--- config.mk ---
export PLATFORM = sky130hd
export DESIGN_NAME = intr_req_gen
export DESIGN_NICKNAME = d
export VERILOG_FILES = /design/src/rtl/intr_req_gen.sv
export SDC_FILE = /design/constraint.sdc
export NUM_CORES = 1
export LEC_CHECK = 0
export CORE_ASPECT_RATIO = 1.75
export CORE_MARGIN = 10
export CORE_UTILIZATION = 35
export CTS_BUF_LIST = sky130_fd_sc_hd__clkbuf_2 sky130_fd_sc_hd__clkbuf_4 sky130_fd_sc_hd__clkbuf_8
export DETAILED_ROUTE_END_ITERATION = 12
export REMOVE_ABC_BUFFERS = 1
export SETUP_SLACK_MARGIN = 0.5
export SLEW_MARGIN = 20
export SYNTH_ARGS = -nofsm -noshare
export SYNTH_HDL_FRONTEND = slang
export SYNTH_SLANG_ARGS = --single-unit
--- constraint.sdc ---
create_clock -name clk -period 8.5 [get_ports clk]
set_clock_uncertainty 0.05 [all_clocks]
set_input_delay 2.55 -clock clk [delete_from_list [all_inputs] [get_ports clk]]
set_output_delay 2.55 -clock clk [all_outputs]
set_load 0.1 [all_outputs]
--- src/rtl/intr_req_gen.sv ---
// -----------------------------------------------------------------------------
// intr_req_gen
//
// Request-side companion to the priority interrupt controller. Each source
// (bus b, channel c, flat index b*NCH+c) has an edge detector on its event
// strobe feeding a pending latch. The latches drive the controller's request
// lines, subject to a per-source mask and a post-clear hold-off. The
// controller's encoded grant is taken through a 4-phase valid/ready handshake.
// A grant for a pending source retires it with a one-cycle clear pulse.
//
// Optional feature (compile-time macro INTR_REQ_OVF_EN):
//   When defined, a sticky per-source overflow flag records a second event
//   arriving while the source is already pending. When undefined, ovf is tied
//   to 0 and no detection logic is built.
//
// Ports:
//   clk       rising-edge clock
//   rst       asynchronous, active-high reset
//   evt       per-source event strobes, rising edge detected
//   mask      per-source mask (pending kept, request forced low)
//   req       request lines to the controller
//   gnt_vld   grant valid from the controller
//   gnt_bus   granted bus index
//   gnt_ch    granted channel index
//   gnt_rdy   grant accepted this cycle
//   clr_pls   one-cycle pulse when a source is retired
//   clr_idx   flat index of the retired source, valid with clr_pls
//   err_gnt   sticky flag: grant for an out-of-range or non-pending source
//   pend_cnt  registered population count of the pending latches
//   ovf       sticky per-source overflow (0 unless INTR_REQ_OVF_EN)
// -----------------------------------------------------------------------------
module intr_req_gen #(
  parameter int NCH      = 9,
  parameter int NBUS     = 3,
  parameter int HOLD_CYC = 2
) (
  input  logic                 clk,
  input  logic                 rst,
  input  logic [NBUS*NCH-1:0]  evt,
  input  logic [NBUS*NCH-1:0]  mask,
  output logic [NBUS*NCH-1:0]  req,
  input  logic                 gnt_vld,
  input  logic [1:0]           gnt_bus,
  input  logic [3:0]           gnt_ch,
  output logic                 gnt_rdy,
  output logic                 clr_pls,
  output logic [5:0]           clr_idx,
  output logic                 err_gnt,
  output logic [5:0]           pend_cnt,
  output logic [NBUS*NCH-1:0]  ovf
);

  localparam int N = NBUS * NCH;

  typedef enum logic [1:0] {
    IDLE     = 2'd0,
    CLEAR    = 2'd1,
    WAITDROP = 2'd2
  } state_t;

  state_t         state;
  state_t         state_nxt;

  logic [N-1:0]   evt_q;
  logic [N-1:0]   rise;
  logic [N-1:0]   rise_p1;
  logic [N-1:0]   pend;
  logic [N-1:0]   hold;
  logic [N-1:0]   clr_vec;
  logic [2:0]     hold_cnt [N];

  logic [5:0]     gnt_idx;
  logic [5:0]     idx_q;
  logic           gnt_in_range;
  logic           pend_hit;
  logic           gnt_ok;
  logic           accept_ok;
  logic           accept_bad;

  function automatic logic [5:0] popcnt(input logic [N-1:0] v);
    logic [5:0] cnt;
    cnt = 6'd0;
    for (int i = 0; i < N; i++) begin
      cnt = cnt + 6'(v[i]);
    end
    return cnt;
  endfunction

  // ---------------------------------------------------------------------------
  // Stage 1: edge detection. The rise is registered so that the request path
  // is two registers away from evt and never combinational from it.
  // ---------------------------------------------------------------------------
  assign rise = evt & ~evt_q;

  always_ff @(posedge clk or posedge rst) begin
    if (rst) begin
      evt_q   <= '0;
      rise_p1 <= '0;
    end else begin
      evt_q   <= evt;
      rise_p1 <= rise;
    end
  end

  // ---------------------------------------------------------------------------
  // Stage 2: pending latches and hold-off counters.
  // A set arriving in the same cycle as the clear of that source wins, so an
  // event coinciding with its own retirement is not lost.
  // ---------------------------------------------------------------------------
  always_comb begin
    clr_vec = '0;
    for (int i = 0; i < N; i++) begin
      clr_vec[i] = (state == CLEAR) && (idx_q == 6'(i));
    end
  end

  always_ff @(posedge clk or posedge rst) begin
    if (rst) begin
      pend <= '0;
      for (int i = 0; i < N; i++) begin
        hold_cnt[i] <= 3'd0;
      end
    end else begin
      pend <= (pend & ~clr_vec) | rise_p1;
      for (int i = 0; i < N; i++) begin
        if (clr_vec[i]) begin
          hold_cnt[i] <= 3'(HOLD_CYC);
        end else if (hold_cnt[i] != 3'd0) begin
          hold_cnt[i] <= hold_cnt[i] - 3'd1;
        end
      end
    end
  end

  always_comb begin
    hold = '0;
    for (int i = 0; i < N; i++) begin
      hold[i] = (hold_cnt[i] != 3'd0);
    end
  end

  assign req = pend & ~mask & ~hold;

  // ---------------------------------------------------------------------------
  // Stage 3: registered pending count, one cycle behind pend.
  // ---------------------------------------------------------------------------
  always_ff @(posedge clk or posedge rst) begin
    if (rst) begin
      pend_cnt <= 6'd0;
    end else begin
      pend_cnt <= popcnt(pend);
    end
  end

  // ---------------------------------------------------------------------------
  // Grant decode. The pending lookup is a compare loop so that an out-of-range
  // flat index never addresses past the end of pend.
  // ---------------------------------------------------------------------------
  assign gnt_idx      = 6'(gnt_bus) * 6'(NCH) + 6'(gnt_ch);
  assign gnt_in_range = (int'(gnt_bus) < NBUS) && (int'(gnt_ch) < NCH);

  always_comb begin
    pend_hit = 1'b0;
    for (int i = 0; i < N; i++) begin
      if (gnt_idx == 6'(i)) begin
        pend_hit = pend[i];
      end
    end
  end

  assign gnt_ok     = gnt_in_range && pend_hit;
  assign accept_ok  = (state == IDLE) && gnt_vld && gnt_ok;
  assign accept_bad = (state == IDLE) && gnt_vld && !gnt_ok;

  // ---------------------------------------------------------------------------
  // Grant FSM: state register
  // ---------------------------------------------------------------------------
  always_ff @(posedge clk or posedge rst) begin
    if (rst) begin
      state <= IDLE;
    end else begin
      state <= state_nxt;
    end
  end

  // Grant FSM: next-state logic
  always_comb begin
    state_nxt = state;
    case (state)
      IDLE: begin
        if (accept_ok) begin
          state_nxt = CLEAR;
        end else if (accept_bad) begin
          state_nxt = WAITDROP;
        end
      end
      CLEAR: begin
        state_nxt = WAITDROP;
      end
      WAITDROP: begin
        // Each grant must be followed by gnt_vld dropping before the next.
        if (!gnt_vld) begin
          state_nxt = IDLE;
        end
      end
      default: begin
        state_nxt = IDLE;
      end
    endcase
  end

  // Grant FSM: outputs. gnt_rdy is masked during reset so it reads 0 there.
  always_comb begin
    gnt_rdy = (state == IDLE) && gnt_vld && !rst;
    clr_pls = (state == CLEAR);
    clr_idx = (state == CLEAR) ? idx_q : 6'd0;
  end

  // Latched grant index and sticky error flag.
  always_ff @(posedge clk or posedge rst) begin
    if (rst) begin
      idx_q   <= 6'd0;
      err_gnt <= 1'b0;
    end else begin
      if (accept_ok) begin
        idx_q <= gnt_idx;
      end
      if (accept_bad) begin
        err_gnt <= 1'b1;
      end
    end
  end

  // ---------------------------------------------------------------------------
  // Optional overflow tracking
  // ---------------------------------------------------------------------------
`ifdef INTR_REQ_OVF_EN
  logic [N-1:0] ovf_r;

  always_ff @(posedge clk or posedge rst) begin
    if (rst) begin
      ovf_r <= '0;
    end else begin
      // A clear of the source takes precedence and also masks a coincident
      // rise, which is absorbed by the set-wins rule on pend instead.
      ovf_r <= (ovf_r | (rise_p1 & pend)) & ~clr_vec;
    end
  end

  assign ovf = ovf_r;
`else
  assign ovf = '0;
`endif

endmodule

Word-level counts from Yosys, hierarchy flattened
Cells that the tools add are included.
Word-level totals
  output and inout port bits: 69
  bits in read-only memories: 0
  memories kept: 0
  bits in writable memories: 0
  bits of input ports: 63
  flip-flop bits (word level): 177
  word-level logic and storage cells: 335
  latch bits: 0
Operators by class
  multiplexer cells: 86
  reductions and logical operators: 93
  divide/modulo/power cells: 0
  shift operators: 0
  $add $sub $neg: 54
  equality and inequality tests: 56
  bitwise operators: 9
  order comparisons: 2
  multiply operators: 1
Operators with widths (number)
  two-way mux 3 bit: 54
  == test 6 x 5 -> 1 bit, second input constant: 22
  adder 6 x 1 -> 6 bit: 21
  AND 27 bit: 4
  inverter 27 bit: 4
  == test 6 x 4 -> 1 bit, second input constant: 16
  nonzero test 3 bit: 27
  subtractor 3 x 1 -> 3 bit, second input constant: 27
  nonzero test 2 bit: 27
  == test 6 x 3 -> 1 bit, second input constant: 8
  logical AND 1 bit: 33
  two-way mux 1 bit: 27
  bitwise OR 27 bit: 1
  == test 6 x 2 -> 1 bit, second input constant: 4
  == test 6 x 1 -> 1 bit, second input constant: 2
  zero test 6 bit: 2
  adder 5 x 1 -> 6 bit: 1
  adder 6 x 4 -> 6 bit: 1
  multiplier 2 x 4 -> 6 bit, second input constant: 1
  two-way mux 2 bit: 3
  two-way mux 6 bit: 1
  one-hot mux 2 bit (3 select lines): 1
  adder 4 x 1 -> 5 bit: 1
  adder 3 x 1 -> 4 bit: 1
  11 further kinds: 12

Depth between registers and ports, before layout
Gate-level depths: netlist of the first run.
  depth in word-level cells: 36
  mapped depth: 15
  gate-level depth less buffers: 15

Least setup slack after synthesis of the first run
Ideal clock, no wire load.
  path type: in2out
  from: in mask[10]
  to: out req[10]
  path slack: 1.162 ns
  data required time: 5.900 ns
  buffers on the path: 0
  stages: 1
  data arrival time: 4.738 ns
  cells stage by stage: nor3b_1
Between the ends
  word-level cells in the longest chain between the ends: 3
Ends and longest elaborated chain
  start, declared: RTL line 40  | input logic [NBUS*NCH-1:0] mask,
  inverter 27 bit: RTL line 142  | assign req = pend & ~mask & ~hold;
  AND 27 bit (2 in a row): RTL line 142
  end, declared: RTL line 41  | output logic [NBUS*NCH-1:0] req,
No other way between the ends.

Final worst setup path of the first run
  from: in gnt_vld
  to: out gnt_rdy
Between the ends
  word-level cells in the longest chain between the ends: 2
Ends and longest elaborated chain
  start, declared: RTL line 42  | input logic gnt_vld,
  logical AND 1 bit (2 in a row): RTL line 214  | gnt_rdy = (state == IDLE) && gnt_vld && !rst;
  end, declared: RTL line 45  | output logic gnt_rdy,
No other way between the ends.

==> results of run 1 <==
==> registers in the layout, summed over array words and instances (netlist names) <==
name,flops
pend,27
hold_cnt,81
pend_cnt,6
state,2
err_gnt,1
idx_q,6
rise_p1,27
evt_q,27
==> power by group through the flow <==
stage	combinational (W)	sequential [W]	clock (W)
6_report	0.00150	0.00123	0.000567
3_3_place_gp	0.00147	0.00124	0
3_5_place_dp	0.00152	0.00125	0
4_1_cts	0.00153	0.00123	0.000588
5_1_grt	0.00172	0.00126	0.000616
2_1_floorplan	0.00116	0.00124	0
==> per-layer routing <==
layer	wire [um]	part of all wire
met1	8279	0.39
met2	11300	0.53
met3	812	0.038
met4	909	0.043
met5	0	0
==> critical path: stages <==
cell and delay, ns:
clkdlybuf4s50_1 0.50, nand2_1 0.08, nor2_1 0.10, clkdlybuf4s50_1 1.15
==> placed cells by master (no fill, tap or decap), drive strengths merged, types with 8 or more instances in the layout <==
cell	instances
nor2b	32
fa	20
dfrtp	177
a21oi	36
clkdlybuf4s50	104
mux2	9
a21o	30
nor2	140
conb	27
nor3b	8
nand2	79
inv	123
xor2	29
o211ai	22
ha	68
and3b	8
clkbuf	19
==> path summary, 6_finish.rpt <==
kind	startpoint	endpoint	cells after the start
worst max-delay path	gnt_vld	gnt_rdy	4
worst min-delay path	evt_q[11]	rise_p1[11]	1
worst max register to register	pend[5]	pend_cnt[4]	13
worst min register to register	evt_q[11]	rise_p1[11]	1
max in group asynchronous	rst	hold_cnt[10]	3
min in group asynchronous	rst	rise_p1[26]	2
==> through the flow <==
stage,worst slack (ns),std cells,total power [W],hold WS (ns),cell area (um^2)
2_1_floorplan,1.098,871,0.002395,0.3277,8835
3_3_place_gp,1.552,1293,0.002708,0.3320,10290
3_5_place_dp,1.514,1293,0.002763,0.3347,10290
4_1_cts,1.505,1325,0.003345,0.3450,10680
5_1_grt,1.467,1326,0.003594,0.3542,10680
6_report,1.528,1326,0.003294,0.3424,10680
==> cell type report <==
| cell class | count | area, um^2 | share of cell area |
|---|---|---|---|
| antenna | 1 | 2.502 | 0.0002344 |
| clock buffer | 19 | 261.5 | 0.02449 |
| clock inverter | 13 | 122.6 | 0.01148 |
| inverter | 118 | 447.9 | 0.04195 |
| multi-input combinational | 576 | 3963 | 0.3711 |
| sequential | 177 | 4429 | 0.4148 |
| tap | 316 | 395.4 | 0.03703 |
| timing repair buffer | 106 | 1056 | 0.09890 |
==> cells by family (layout without fill, tap and decap cells) <==
group                    count (synthesis)  after routing  share of synthesized area
AO/OA/AOI/OAI                          113            113                    0.08603
XOR/XNOR                                32             32                    0.03118
adder cells (fa/ha/maj)                 88             88                     0.1392
buffers and inverters                  156            256                    0.07725
flip-flops                             177            177                     0.4928
multiplexers                            15             15                    0.02060
other                                    1             28                  0.0004172
AND/OR/NAND/NOR                        301            301                     0.1526
==> results.sh, run 1 <==
export IMPL_synth_seq_cells=177
export IMPL_clock_latency_ns=0.47
export IMPL_tritoncts="yes"
export IMPL_final_core_util=0.4214
export IMPL_viasPerCell=4.696
export IMPL_cts_made_buffers=17
export IMPL_pwr_density_cell_nw_per_um2=308.5
export IMPL_cts_setup_buffers=0
export IMPL_finalSetupViolations=0
export IMPL_p_seq_frac=0.374
export IMPL_cts_clk_slew_worst_paths_ns=0.09
export IMPL_initial_core_util=0.3547
export IMPL_setup_tns_ns=0
export IMPL_fill_cells=2476
export IMPL_avgRoutedWirePerCell_um=16.06
export IMPL_row_count=77
export IMPL_drt_iter0_markers=270
export IMPL_ys_dominant_reg_cell="dfrtp_1"
export IMPL_critPathCaptureType="output pin"
export IMPL_drv_slew=0
export IMPL_power_share_switching=0.4244
export IMPL_grt_ovfl_total=0
export IMPL_htreeDepth=4
export IMPL_cp_data_required_time_ns=5.90
export IMPL_met2_usage=0.2336
export IMPL_gp_congestion=0.8676
export IMPL_rrSetupSlack_ns=3.37
export IMPL_worstMarginPinSlew_ns=1.052
export IMPL_synth_cells=883
export IMPL_drive_gt1_frac=0.04757
export IMPL_grt_pass1_wl_um=33660
export IMPL_syn_area_um2=8989
export IMPL_hold_viol=0
export IMPL_cts_repair_resized=0
export IMPL_relSlewSlack=0.2965
export IMPL_synthArstFlopShare=1.000
export IMPL_postRouteWirelength_um=21300
export IMPL_busiest_layer="met2"
export IMPL_drv_cap=0
export IMPL_syn_avg_cell_area_um2=10.18
export IMPL_portBuffers=104
export IMPL_antenna_found_initial=1
export IMPL_cts_hold_buf=0
export IMPL_grt_setup_unrepaired="false"
export IMPL_finalWorstPathRequiredPeriod_ns=6.972
export IMPL_yosysMostFrequentCell="dfrtp_1"
export IMPL_firstDrtPassIters=4
export IMPL_met1_usage=0.1406
export IMPL_dieArea_um2=32740
export IMPL_crit_fanout=3
export IMPL_yosys_area_top_type="dfrtp_1"
export IMPL_yosysWarnings=0
export IMPL_seq_area_frac_synth=0.4928
export IMPL_status="finished, final reports clean"
export IMPL_drcViolationCount=0
export IMPL_ant_nets=0
export IMPL_max_freq_mhz=143.4
export IMPL_cp_arrival_ns=4.37
export IMPL_grt_start_max_net_pins=71
export IMPL_final_nets=1147
export IMPL_synth_edf_count=0
export IMPL_p_sw_w=0.001398
export IMPL_via_count=6227
export IMPL_synth_area_leaders="dfrtp_1 (49%), ha_1 (9.5%), nor2_1 (5.8%)"
export IMPL_peakVddDrop_mv=0.1240
export IMPL_p_int_w=0.001896
export IMPL_coreArea_um2=25340
export IMPL_clock_power_share=0.172
export IMPL_cp_start_kind="primary input"
export IMPL_die_y_um=232.0
export IMPL_io_pins=132
export IMPL_post_dp_hpwl_um=16750
export IMPL_p_leak_nw=5.051
export IMPL_pwr_share_comb=0.454
export IMPL_cts_max_path_buffers=2
export IMPL_die_x_um=141.1
export IMPL_grtUsageMet3=0.02928
export IMPL_grtUsageTotal=0.1322
export IMPL_area_delta_synth_final_pct=18.79
export IMPL_first_global_vias=6589
export IMPL_yosys_top_cells_count="dfrtp_1 (177), nor2_1 (140), inv_1 (118)"
export IMPL_synth_distinct_cells=51
export IMPL_synth_top_area_share=0.4928
export IMPL_root_buffer="clkbuf_8"
export IMPL_hold_class="register to register"
export IMPL_crit_type="primary input to output pin"
export IMPL_cts_sinks=177
export IMPL_fin_crit_sh=0.8202
Note: power is estimated with default switching activity, not from simulation.
==> run 2, diff against run 1 <==
==> constraint.sdc (replaced) <==
create_clock -name clk -period 6.7 [get_ports clk]
set_clock_uncertainty 0.05 [all_clocks]
set_input_delay 2.01 -clock clk [delete_from_list [all_inputs] [get_ports clk]]
set_output_delay 2.01 -clock clk [all_outputs]
set_load 0.1 [all_outputs]
==> results.sh, run 2 (synthesis results as in run 1) <==
export IMPL_placed_cells=1292
export IMPL_post_dp_hpwl_um=16730
export IMPL_coreArea_um2=25340
export IMPL_drv_cap=0
export IMPL_first_global_vias=6629
export IMPL_grtUsageTotal=0.1347
export IMPL_ant_nets=0
export IMPL_status="finished, final reports clean"
export IMPL_regMostFlops="hold_cnt"
export IMPL_drt_iter0_markers=334
export IMPL_via_count=6202
export IMPL_gp_congestion=0.8843
export IMPL_grt_ovfl_total=0
export IMPL_largest_reg_flops=81
export IMPL_cts_repair_resized=0
export IMPL_final_nets=1146
export IMPL_antenna_found_initial=1
export IMPL_reg2regPathDepth=15
export IMPL_drive_gt1_frac=0.07440
export IMPL_cp_arrival_ns=5.47
export IMPL_cts_made_buffers=17
export IMPL_cts_setup_buffers=0
export IMPL_crit_type="primary input to register"
export IMPL_reg2reg_from="pend[17]"
export IMPL_hold_class="register to register"
export IMPL_drv_slew=0
export IMPL_tritoncts="yes"
export IMPL_r2r_end="pend_cnt[4]"
export IMPL_rrSetupSlack_ns=1.61
export IMPL_firstDrtPassIters=5
export IMPL_cts_clk_slew_worst_paths_ns=0.10
export IMPL_initial_core_util=0.3547
export IMPL_max_freq_mhz=194.0
export IMPL_peakVddDrop_mv=0.1603
export IMPL_hold_viol=0
export IMPL_min_path_cells=1
export IMPL_clock_latency_ns=0.49
export IMPL_final_cell_mix="dfrtp_1 (177), nor2_1 (140), inv_1 (117)"
export IMPL_grt_pass1_wl_um=34310
export IMPL_htreeDepth=4
export IMPL_dieArea_um2=32740
export IMPL_finalSetupViolations=0
export IMPL_cp_start_kind="primary input"
export IMPL_relSlewSlack=0.3088
export IMPL_avgRoutedWirePerCell_um=16.03
export IMPL_cts_max_path_buffers=2
export IMPL_worstMarginPinSlew_ns=1.034
export IMPL_io_pins=132
export IMPL_grt_setup_unrepaired="false"
export IMPL_pwr_density_cell_nw_per_um2=390.9
export IMPL_final_cells=1325
export IMPL_root_buffer="clkbuf_8"
export IMPL_area_delta_synth_final_pct=18.07
export IMPL_p_leak_nw=5.108
export IMPL_drcViolationCount=0
export IMPL_critPathCaptureType="register"
export IMPL_die_x_um=141.1
export IMPL_cts_sinks=177
export IMPL_holdCritStartpoint="evt_q[11]"
export IMPL_postRouteWirelength_um=21240
export IMPL_total_power_w=0.004148
export IMPL_die_y_um=232.0
export IMPL_finalWorstPathRequiredPeriod_ns=5.154
export IMPL_portBuffers=104
export IMPL_fin_crit_sh=0.7693
export IMPL_final_common_cell="dfrtp_1"
export IMPL_crit_fanout=7
export IMPL_holdPathEnd="rise_p1[11]"
export IMPL_cts_hold_buf=0
export IMPL_row_count=77
export IMPL_grt_start_max_net_pins=113
export IMPL_viasPerCell=4.681
export IMPL_cp_data_required_time_ns=7.02
-- run 2: changes by cell type in the layout (fill, tap and decap cells not counted), sizes merged, moves of 2 or more --
cell           before  now
buf                 2   29
clkdlybuf4s50     104   76
inv               123  125
clkinvlp            4    2
clkbuf             19   17
clkinv              3    6
-- run 2: final cells by class --
cell class	count	area [um^2]
flip-flops and latches	177	4429
clock buffers	17	234.0
clock inverters	15	147.6
fillers	2504	14730
repair buffers	105	991.0
multi-input cells	576	3963
well taps	316	395.4
diodes	1	2.502
inverters	118	450.4
-- run 2: layer usage --
layer | wire (um) | part of all wire | up-vias | track usage
li1 | - | - | 3007 | -
met1 | 8245 | 0.39 | 3004 | 0.1450
met2 | 11430 | 0.54 | 154 | 0.2436
met3 | 867 | 0.041 | 37 | 0.02826
met4 | 705 | 0.033 | 0 | 0.06380
met5 | 0 | 0 | - | 0
-- run 2: worst max path at each step --
| stage | cells after the start | to | startpoint | slack, ns |
|---|---|---|---|---|
| 6_report | 12 | idx_q[1] | gnt_bus[1] | 1.55 |
| 5_1_grt | 11 | idx_q[1] | gnt_bus[1] | 1.36 |
| 4_1_cts | 3 | req[5] | mask[5] | 1.51 |
| 3_5_place_dp | 12 | idx_q[1] | gnt_bus[1] | 1.05 |
| 3_3_place_gp | 11 | idx_q[0] | gnt_bus[1] | 1.08 |
| 2_1_floorplan | 1 | err_gnt | rst | -0.16 |
-- run 2: stage by stage --
step	hold slack (ns)	setup WS (ns)	setup TNS (ns)	util	area, um^2
global placement	0.3312	1.078	0	0.4036	10230
finish	0.3407	1.546	0	0.4188	10610
global route	0.3550	1.362	0	0.4188	10610
floorplan	0.3277	-0.1619	-28.66	-	8835
CTS	0.3423	1.510	0	0.4186	10610
detailed placement	0.3335	1.045	0	0.4036	10230
-- run 2: worst max-delay path, cell delays in order --
cell             delay [ns]
clkdlybuf4s50_1        0.45
ha_1                   0.30
ha_1                   0.19
inv_1                  0.06
fa_1                   0.44
or4b_1                 0.54
o31ai_1                0.12
o2111ai_1              0.21
a221o_1                0.39
a211oi_2               0.25
o21ai_2                0.17
mux2_4                 0.34
-- run 2: power breakdown --
group | switching, W | internal [W]
sequential | 0.000180 | 0.00139
combinational | 0.00119 | 0.000685
clock | 0.000437 | 0.000275
==> run 3, diff against run 2 <==
==> constraint.sdc (replaced) <==
create_clock -name clk -period 4.7 [get_ports clk]
set_clock_uncertainty 0.05 [all_clocks]
set_input_delay 1.41 -clock clk [delete_from_list [all_inputs] [get_ports clk]]
set_output_delay 1.41 -clock clk [all_outputs]
set_load 0.1 [all_outputs]
==> results.sh, run 3 (synthesis results as in run 1) <==
export IMPL_status="finished with violations"
export IMPL_violations="setup timing"
export IMPL_relSlewSlack=0.2619
export IMPL_fill_cells=2451
export IMPL_crit_chain="fa_1 > inv_1 > fa_1 > inv_1 > fa_1 > inv_1 > fa_1 > fa_1 > fa_1 > inv_2 > fa_2 > fa_2 > a21o_1 > a21oi_2 > xnor2_1"
export IMPL_drive_gt1_frac=0.1361
export IMPL_initial_core_util=0.3547
export IMPL_root_buffer="clkbuf_8"
export IMPL_drv_slew=0
export IMPL_cts_sinks=177
export IMPL_p_leak_nw=5.398
export IMPL_cp_data_required_time_ns=5.06
export IMPL_die_x_um=141.1
export IMPL_io_pins=132
export IMPL_max_freq_mhz=207.2
export IMPL_antenna_found_initial=1
export IMPL_clock_latency_ns=0.49
export IMPL_p_sw_w=0.002571
export IMPL_reg2reg_from="pend[17]"
export IMPL_cts_made_buffers=17
export IMPL_total_power_w=0.006098
export IMPL_power_share_switching=0.4216
export IMPL_drcViolationCount=0
export IMPL_multi_input_area_um2=4031
export IMPL_drt_iter0_markers=341
export IMPL_dieArea_um2=32740
export IMPL_hold_viol=0
export IMPL_row_count=77
export IMPL_holdCritStartpoint="evt_q[22]"
export IMPL_grt_pass1_wl_um=35840
export IMPL_cp_start_kind="register"
export IMPL_crit_type="register to register"
export IMPL_ant_nets=0
export IMPL_crit_slowest_cell="fa_1"
export IMPL_peakVddDrop_mv=0.2327
export IMPL_htreeDepth=4
export IMPL_p_int_w=0.003527
export IMPL_whs_ns=0.3439
export IMPL_min_path_cells=1
export IMPL_die_y_um=232.0
export IMPL_final_common_cell="dfrtp_1"
export IMPL_cts_clk_slew_worst_paths_ns=0.09
export IMPL_grtUsageTotal=0.1421
export IMPL_finalSetupViolations=3
export IMPL_crit_fanout=2
export IMPL_drv_cap=0
export IMPL_grt_start_max_net_pins=72
export IMPL_viasPerCell=4.704
export IMPL_worst_path_most_repeated_cell="fa_1"
export IMPL_avgRoutedWirePerCell_um=16.69
export IMPL_via_count=6435
export IMPL_rrSetupSlack_ns=-0.13
export IMPL_seq_area_um2=4429
export IMPL_p_seq_frac=0.367
export IMPL_pwr_share_comb=0.465
export IMPL_firstDrtPassIters=4
export IMPL_r2r_end="pend_cnt[4]"
export IMPL_finalWorstPathRequiredPeriod_ns=4.827
export IMPL_first_global_vias=6802
export IMPL_holdPathEnd="rise_p1[22]"
export IMPL_regMostFlops="hold_cnt"
export IMPL_portBuffers=104
export IMPL_clock_power_share=0.168
export IMPL_worst_slack_ns=-0.1274
export IMPL_worstMarginPinSlew_ns=1.105
export IMPL_postRouteWirelength_um=22840
export IMPL_coreArea_um2=25340
export IMPL_final_nets=1189
export IMPL_final_cell_mix="dfrtp_1 (177), nor2_1 (140), inv_1 (115)"
export IMPL_reg2regPathDepth=15
export IMPL_cp_arrival_ns=5.19
export IMPL_tritoncts="yes"
export IMPL_grt_setup_unrepaired="true"
export IMPL_post_dp_hpwl_um=18110
export IMPL_pwr_density_cell_nw_per_um2=545.6
export IMPL_largest_reg_flops=81
export IMPL_critical_path_max_stage_delay_ns=0.55
export IMPL_fin_crit_sh=1.027
export IMPL_hold_class="register to register"
export IMPL_cts_max_path_buffers=2
export IMPL_area_delta_synth_final_pct=24.35
export IMPL_gp_congestion=0.9165
export IMPL_grt_ovfl_total=0
export IMPL_critPathCaptureType="register"
run 3: changes by cell type in the layout (fill, tap and decap cells not counted), sizes merged:
cell and change:
clkinv -1, clkbuf +6, clkdlybuf4s50 -11, buf +50
inv -6, bufinv +1, dlymetal6s2s +2, clkinvlp +2
run 3: power by group through the flow:
stage	registers (W)	logic, W	clock network (W)
after floorplan	0.00224	0.00209	0
after global placement	0.00225	0.00276	0
after detailed placement	0.00227	0.00285	0
after CTS	0.00224	0.00288	0.00107
after global routing	0.00229	0.00322	0.00112
final	0.00224	0.00284	0.00103
run 3: per-layer routing:
| metal | track usage | routed length [um] | vias to the layer above |
|---|---|---|---|
| li1 | - | - | 3102 |
| met1 | 0.1493 | 8596 | 3131 |
| met2 | 0.2566 | 12410 | 155 |
| met3 | 0.03092 | 916 | 47 |
| met4 | 0.07578 | 912 | 0 |
| met5 | 0 | 0 | - |
run 3: worst max-delay path: cells and delay by family (launching register included):
| family | cells | cell delay, ns |
|---|---|---|
| fa+ha+maj | 8 | 3.64 |
| flops | 1 | 0.41 |
| compound gates | 2 | 0.34 |
| buf+inv | 4 | 0.20 |
| xor+xnor | 1 | 0.13 |
run 3: timing repair:
item	in CTS	in global routing
setup endpoints to repair	11	14
hold buffers	0	0
resized for setup	14	12
buffers inserted	3	0
pin swaps	9	9
endpoints found under the hold margin	0	0
run 3: how the worst max path moves through the flow:
stage                   from           to  slack [ns]  cells after the start
floorplan                rst      err_gnt       -1.56                      1
global route        pend[17]  pend_cnt[4]       -0.25                     15
global placement    pend[17]  pend_cnt[4]       -0.15                     15
CTS                 pend[17]  pend_cnt[4]       -0.12                     15
finish              pend[17]  pend_cnt[4]       -0.13                     15
detailed placement  pend[17]  pend_cnt[4]       -0.21                     15
run 3: final cells by class:
class / instances / share of cell area
clock buffers: 21 / 0.02530
flip-flops and latches: 177 / 0.3963
well taps: 316 / 0.03537
repair buffers: 148 / 0.1327
diodes: 1 / 0.0002239
clock inverters: 11 / 0.009403
inverters: 118 / 0.04008
multi-input cells: 576 / 0.3607
run 3: per-stage QoR:
stage	setup TNS, ns	worst slack, ns	utilization	cell area [um^2]	cells
CTS	-0.2101	-0.1198	0.4400	11150	1367
global placement	-0.7180	-0.1458	0.4222	10700	1332
finish	-0.2196	-0.1274	0.4411	11180	1368
global route	-0.7171	-0.2487	0.4411	11180	1368
floorplan	-279.06	-1.562	-	8835	871
detailed placement	-1.243	-0.2092	0.4222	10700	1332
